**src/rtl/entity_pixel_renderer.sv**
```systemverilog
// entity_pixel_renderer: two-stage pixel colour pipeline
// with sprite ROM fetch, animation timing and death FSM.
module entity_pixel_renderer #(
  parameter int ANIM_FRAMES  = 8,
  parameter int DEATH_FRAMES = 60
) (
  input  logic        Clk,
  input  logic        Reset,
  input  logic [6:0]  entity_code,
  input  logic [9:0]  entityX,
  input  logic [9:0]  entityY,
  input  logic [1:0]  entityDir,
  input  logic [9:0]  DrawX,
  input  logic [9:0]  DrawY,
  input  logic        lose_game,
  input  logic        frame_start,
  input  logic        restart,
  output logic [11:0] sprite_addr,
  input  logic        sprite_data,
  output logic [7:0]  Red,
  output logic [7:0]  Green,
  output logic [7:0]  Blue,
  output logic        dying,
  output logic        game_over
);

  localparam int FCW = (ANIM_FRAMES > 1) ? $clog2(ANIM_FRAMES) : 1;
  localparam int DCW = (DEATH_FRAMES > 8) ? $clog2(DEATH_FRAMES) : 3;

  localparam logic [2:0] C_BG     = 3'd0;
  localparam logic [2:0] C_PAC    = 3'd1;
  localparam logic [2:0] C_MAZE   = 3'd2;
  localparam logic [2:0] C_BLINKY = 3'd3;
  localparam logic [2:0] C_PINKY  = 3'd4;
  localparam logic [2:0] C_INKY   = 3'd5;
  localparam logic [2:0] C_CLYDE  = 3'd6;
  localparam logic [2:0] C_PELLET = 3'd7;

  typedef enum logic [1:0] {
    PLAY  = 2'd0,
    DYING = 2'd1,
    OVER  = 2'd2
  } state_e;

  state_e           state_q, state_d;
  logic [FCW-1:0]   frame_cnt_q, frame_cnt_d;
  logic [DCW-1:0]   death_cnt_q, death_cnt_d;
  logic             anim_q, anim_d;
  logic             dying_q, dying_d;
  logic             game_over_q, game_over_d;

  logic [2:0]       code0_d, code1_q;
  logic             inbox_d, inbox1_q;
  logic [11:0]      addr_d, addr_q;
  logic [9:0]       rel_x, rel_y;
  logic [3:0]       sprite_id;
  logic [23:0]      rgb_d, rgb_q;
  logic             pix_on;

  // Stage 0: sprite-relative offset, bounding box and ROM address
  always_comb begin
    code0_d   = (entity_code > 7'd7) ? C_BG : entity_code[2:0];
    rel_x     = DrawX - entityX;
    rel_y     = DrawY - entityY;
    inbox_d   = (rel_x < 10'd16) && (rel_y < 10'd16);
    sprite_id = 4'd0;
    unique case (1'b1)
      (code0_d == C_PAC):
        sprite_id = {1'b0, entityDir, anim_q};
      (code0_d >= C_BLINKY && code0_d <= C_CLYDE):
        sprite_id = {3'b100, anim_q};
      default:
        sprite_id = 4'd0;
    endcase
    addr_d = {sprite_id, rel_y[3:0], rel_x[3:0]};
  end

  // Stage 1: colour lookup gated by ROM bit and game state
  always_comb begin
    rgb_d  = 24'h000000;
    pix_on = inbox1_q && sprite_data;
    case (code1_q)
      C_MAZE:   rgb_d = 24'h0000FF;
      C_PELLET: rgb_d = 24'hFFB8AE;
      C_PAC: begin
        if (state_q == PLAY && pix_on)
          rgb_d = 24'hFFFF00;
        else if (state_q == DYING && pix_on && !death_cnt_q[2])
          rgb_d = 24'hFFFF00;
      end
      C_BLINKY: if (state_q == PLAY && pix_on) rgb_d = 24'hFF0000;
      C_PINKY:  if (state_q == PLAY && pix_on) rgb_d = 24'hFFB8FF;
      C_INKY:   if (state_q == PLAY && pix_on) rgb_d = 24'h00FFFF;
      C_CLYDE:  if (state_q == PLAY && pix_on) rgb_d = 24'hFFB852;
      default:  rgb_d = 24'h000000;
    endcase
  end

  // Game FSM next state, animation and death counters
  always_comb begin
    state_d     = state_q;
    frame_cnt_d = frame_cnt_q;
    death_cnt_d = death_cnt_q;
    anim_d      = anim_q;
    if (restart) begin
      state_d     = PLAY;
      frame_cnt_d = '0;
      death_cnt_d = '0;
      anim_d      = 1'b0;
    end else begin
      unique case (state_q)
        PLAY: begin
          if (frame_start) begin
            if (frame_cnt_q == FCW'(ANIM_FRAMES - 1)) begin
              frame_cnt_d = '0;
              anim_d      = ~anim_q;
            end else begin
              frame_cnt_d = frame_cnt_q + FCW'(1);
            end
          end
          if (lose_game) begin
            state_d     = DYING;
            death_cnt_d = '0;
          end
        end
        DYING: begin
          if (frame_start) begin
            if (death_cnt_q == DCW'(DEATH_FRAMES - 1))
              state_d = OVER;
            else
              death_cnt_d = death_cnt_q + DCW'(1);
          end
        end
        OVER: state_d = OVER;
        default: state_d = PLAY;
      endcase
    end
    dying_d     = (state_d == DYING);
    game_over_d = (state_d == OVER);
  end

  // Pipeline, FSM and status registers
  always_ff @(posedge Clk or posedge Reset) begin
    if (Reset) begin
      addr_q      <= '0;
      code1_q     <= C_BG;
      inbox1_q    <= 1'b0;
      rgb_q       <= '0;
      state_q     <= PLAY;
      frame_cnt_q <= '0;
      death_cnt_q <= '0;
      anim_q      <= 1'b0;
      dying_q     <= 1'b0;
      game_over_q <= 1'b0;
    end else begin
      addr_q      <= addr_d;
      code1_q     <= code0_d;
      inbox1_q    <= inbox_d;
      rgb_q       <= rgb_d;
      state_q     <= state_d;
      frame_cnt_q <= frame_cnt_d;
      death_cnt_q <= death_cnt_d;
      anim_q      <= anim_d;
      dying_q     <= dying_d;
      game_over_q <= game_over_d;
    end
  end

  assign sprite_addr = addr_q;
  assign Red         = rgb_q[23:16];
  assign Green       = rgb_q[15:8];
  assign Blue        = rgb_q[7:0];
  assign dying       = dying_q;
  assign game_over   = game_over_q;

endmodule

```
**config.mk**
```make
export PLATFORM = sky130hd
export DESIGN_NAME = entity_pixel_renderer
export DESIGN_NICKNAME = d
export VERILOG_FILES = /design/src/rtl/entity_pixel_renderer.sv
export SDC_FILE = /design/constraint.sdc
export NUM_CORES = 1
export LEC_CHECK = 0
export CORE_UTILIZATION = 40
export CTS_CLUSTER_DIAMETER = 50
export DETAILED_ROUTE_END_ITERATION = 7
export DONT_BUFFER_PORTS = 1
export PLACE_DENSITY_LB_ADDON = 0.25
export SYNTH_ARGS = -nofsm -noshare
export SYNTH_HDL_FRONTEND = slang
export SYNTH_SLANG_ARGS = --single-unit
```
**constraint.sdc**
```tcl
create_clock -name Clk -period 2.1 [get_ports Clk]
set_clock_uncertainty 0.05 [all_clocks]
set_input_delay 0.42 -clock Clk [delete_from_list [all_inputs] [get_ports Clk]]
set_output_delay 0.42 -clock Clk [all_outputs]
set_load 0.005 [all_outputs]
```
Yosys cells after proc, flatten, opt, wreduce, memory -nomap -nowiden. Index checks and enable logic that the tools add are counted.

Add/subtract/negate cells: 4. $lt $le $gt $ge: 5. Eq/ne operators: 17. Mux-type cells: 27. Bitwise operators: 1. Reductions and logical operators: 15.

Operator list (number): $pmux W24 S7 (1); $mux W24 (5); $mux W6 (4); $lt A10 B5 Y1 const B (2); $sub A10 B10 Y10 (2); $mux W16 (1); $eq A3 B3 Y1 const B (5); $mux W3 (5); $pmux W6 S2 (1); $ne A3 B3 Y1 const B (3); $mux W2 (4); $pmux W4 S2 (1); $gt A7 B3 Y1 const B (1); $add A6 B1 Y6 const B (1); $eq A3 B1 Y1 const B (2); $eq A3 B2 Y1 const B (2); $eq A6 B6 Y1 const B (1); $logic_and A1 B1 Y1 (6); $pmux W2 S3 (1); $reduce_bool A2 Y1 (3); $eq A2 B1 Y1 const B (2); $eq A2 B2 Y1 const B (2); $mux W1 (4); $reduce_and A4 Y1 (1); other kinds (9) (9).

Bits in registers: 54. Bits of input ports: 55. Output and inout bits: 38. Word-level logic and storage cells: 79.

Logic depth before layout (Yosys ltp).
Word-level depth: 6. Mapped depth: 10. Gate-level depth less buffers: 10.

Worst setup path before layout. Ideal clock, no wire load.

Path type: input to register. Start: input port DrawY[0]. End: register inbox1_q. Library setup time: 111 ps. Data arrival time: 2146 ps. Data required time: 1939 ps. Setup slack: -207 ps. Stages on the path: 10. Buffers on the path: 0. Cell sequence: inv_1 -> ha_1 -> inv_1 -> fa_1 -> a21o_1 -> a221oi_2 -> mux2i_1 -> nor4_2 -> nand4_1 -> a2111oi_2.

Word-level cells in the longest chain between the ends: 3.

RTL lines: from (decl) (line 14) `input logic [9:0] DrawY,`; $sub A10 B10 Y10 (line 64) `rel_y = DrawY - entityY;`; $lt A10 B5 Y1 (line 65) `inbox_d = (rel_x < 10'd16) && (rel_y < 10'd16);`; $logic_and A1 B1 Y1 (line 65); named net inbox_d (line 53) `logic inbox_d, inbox1_q;`; to (signal assigned) (line 158) `inbox1_q <= inbox_d;`; to (decl) (line 53).

The timed path passes the listed nets, and every way through them passes these cells. A chain may end at the register's enable or synchronous reset.

Final worst setup path.
Start: input port DrawX[0]. End: register inbox1_q.

Word-level cells in the longest chain between the ends: 3.

RTL lines: from (decl) (line 13) `input logic [9:0] DrawX,`; $sub A10 B10 Y10 (line 63) `rel_x = DrawX - entityX;`; $lt A10 B5 Y1 (line 65); $logic_and A1 B1 Y1 (line 65); named net inbox_d (line 53).

The timed path passes the listed nets, and every way through them passes these cells.

==> results.json <==
{
  "critical_path_class": "in -> reg",
  "maxSlewViolCount": 0,
  "synth-xor-area-share": 0.0453,
  "ios": 93,
  "hold_viol": 0,
  "synth-compound-area-share": 0.163,
  "relSlewSlack": 0.763,
  "ir_drop_mv": 0.382,
  "setup_viol": 0,
  "synth_seq_area_share": 0.368,
  "clock_latency_ps": 280,
  "post_cts_buffers": 0,
  "end_kind": "flip-flop",
  "rsz0062_at_grt": "true",
  "synthCells": 278,
  "cp_data_arrival_time_ps": 2100,
  "first_iter_violations": 40,
  "async_reset_ff_frac": 1.00,
  "grt_start_max_net_pins": 24,
  "yosys_warnings": 0,
  "die_y_um": 81.3,
  "clockBufferDepth": 2,
  "root_buffer": "clkbuf_8",
  "wl_mm": 4.39,
  "avgSynthCellArea_sq_um": 9.05,
  "layout.nets": 361,
  "crit_path_start_kind": "input port",
  "dp_hpwl_mm": 3.55,
  "num_rows": 28,
  "grt_usage": 0.140,
  "die_w_um": 81.3,
  "finalWeightedCongestion": 0.822,
  "antenna_found_initial": 0,
  "synth-simple-area-share": 0.176,
  "via_count": 1859,
  "p_leak_nw": 1.36,
  "power_density_mw_per_mm2": 602,
  "ys_ff_latch": 37,
  "synth_area_leaders": "dfrtp_1 37%, ha_1 10%, buf_4 5.1%, inv_1 4.0%, nand2_1 3.9%",
  "ys_types": 45,
  "drive_gt1_frac": 0.134,
  "cp_max_fo": 2,
  "min_period_ps": 1980,
  "crit_required_ps": 2220,
  "grt_pass1_vias": 1677,
  "synth-edff-count": 0,
  "htree_levels": 2,
  "wl_per_cell_um": 12.2,
  "tightest_slew_ps": 353,
  "cts_made_buffers": 5,
  "clock_sinks": 37,
  "synth_largest_area_cell": "dfrtp_1",
  "path_clk_slew_ps": 70,
  "diodes": 0,
  "dr.pass1.iters": 4,
  "cap_violations": 0,
  "fp.dieArea_sq_mm": 0.00661,
  "fmax_mhz": 506,
  "core_area_sq_mm": 0.00599,
  "fin_crit_sh": 0.941,
  "outcome": "finished clean",
  "muxShareOfSynthArea": 0.0239,
  "io_buffers": 0,
  "rrSetupSlack_ps": 380,
  "cts_tree": "built",
  "synthAdderAreaFrac": 0.120,
  "placed_area_sq_mm": 0.00261,
  "grt_pass1_wl_mm": 7.08,
  "finish.instance_area_sq_mm": 0.00272,
  "fillers": 575,
  "syn_to_final_growth_pct": 8.06,
  "synth_fp_nets": 356,
  "syn-cell-area_sq_mm": 0.00252,
  "synth_top_family_by_area": "simple AND/OR/NAND/NOR gates",
  "route.detailed.drc": 0,
  "total_power_w": 0.00164,
  "grt-ovfl-total": 0,
  "synth_top_area_frac": 0.368,
  "synth_ff_type": "dfrtp_1",
  "yosysMostFrequentCell": "dfrtp_1",
  "ant_nets": 0,
  "hp-class": "in -> reg",
  "synth_common_cells": "37 x dfrtp_1, 27 x inv_1, 26 x nand2_1, 21 x ha_1, 18 x nor2_1",
  "drt-vias-per-instance": 5.18,
  "start_util": 0.420
}
-- worst paths after layout --
kind | depth (start not counted) | start | to
min in group asynchronous | 3 | Reset | inbox1_q$_DFF_PP0_
worst min register to register | 1 | death_cnt_q[0]$_DFFE_PP0P_ | death_cnt_q[0]$_DFFE_PP0P_
worst min-delay path | 1 | restart | frame_cnt_q[2]$_DFFE_PP0P_
worst max-delay path | 10 | DrawX[0] | inbox1_q$_DFF_PP0_
max in group asynchronous | 3 | Reset | rgb_q[7]$_DFF_PP0_
worst max register to register | 7 | death_cnt_q[0]$_DFFE_PP0P_ | death_cnt_q[4]$_DFFE_PP0P_
-- state kept, by name, indices dropped and copies added, names as in the netlist --
| signal | cells |
|---|---|
| inbox1_q | 1 |
| frame_cnt_q | 3 |
| sprite_addr | 12 |
| code1_q | 3 |
| anim_q | 1 |
| game_over | 1 |
| state_q | 2 |
| rgb_q | 7 |
| death_cnt_q | 6 |
| dying | 1 |
-- critical path, cell delays in order --
cell,delay [ps]
inv_1,30
ha_1,160
inv_1,60
fa_2,330
a21o_1,210
a32oi_2,200
nor3_1,60
a311oi_1,250
nand4_1,140
a2111oi_2,230
-- logic make-up after synthesis --
logic type,after synthesis
xor gates and xnor gates,13
muxes,6
adders and majority gates,23
AOI/OAI and AO/OA,61
DFF,37
and+or+nand+nor,88
buffers and inverters,50
-- cell usage in the layout (no fill, tap or decap), types with 7 or more instances in the layout --
cell and count:
a21o_1 10, a21oi_1 16, buf_4 20, dfrtp_1 37, ha_1 21, inv_1 26, nand2_1 26, nand3_1 8
nor2_1 18, o21ai_0 15, xnor2_1 7
-- layer usage --
metal  track usage  part of all wire
met1         0.168              0.45
met2         0.237              0.49
met3        0.0225             0.043
met4        0.0768             0.021
met5             0                 0
-- where the power goes --
group / internal [W] / switching (W)
clock: 0.000266 / 0.000252
combinational: 0.000169 / 0.000182
sequential: 0.000747 / 0.0000224
-- stage by stage --
stage | utilization | hold slack (ps) | setup slack (ps) | TNS, ps | instances
2_1_floorplan | - | 421 | -61.1 | -61.1 | 278
3_3_place_gp | 0.435 | 301 | -145 | -145 | 350
3_5_place_dp | 0.435 | 301 | -221 | -221 | 350
4_1_cts | 0.453 | 122 | 77.7 | 0 | 359
5_1_grt | 0.454 | 109 | -34.5 | -34.5 | 359
6_report | 0.454 | 136 | 124 | 0 | 359
-- layout make-up --
cell class                      instances  area [sq um]  share of cell area
Clock inverter                          2          13.8             0.00506
Tap cell                               75          93.8              0.0345
Multi-Input combinational cell        191          1340               0.493
Inverter                               27           101              0.0373
Timing Repair Buffer                   21           160              0.0589
Clock buffer                            6          82.6              0.0304
Sequential cell                        37           926               0.341
-- what timing repair did --
item                       in CTS  in global routing
hold buffers                    1                  0
hold endpoints to repair       14                  0
resized for setup               0                  1
setup endpoints to repair       0                  1
Note: power is estimated with default switching activity, not from simulation.
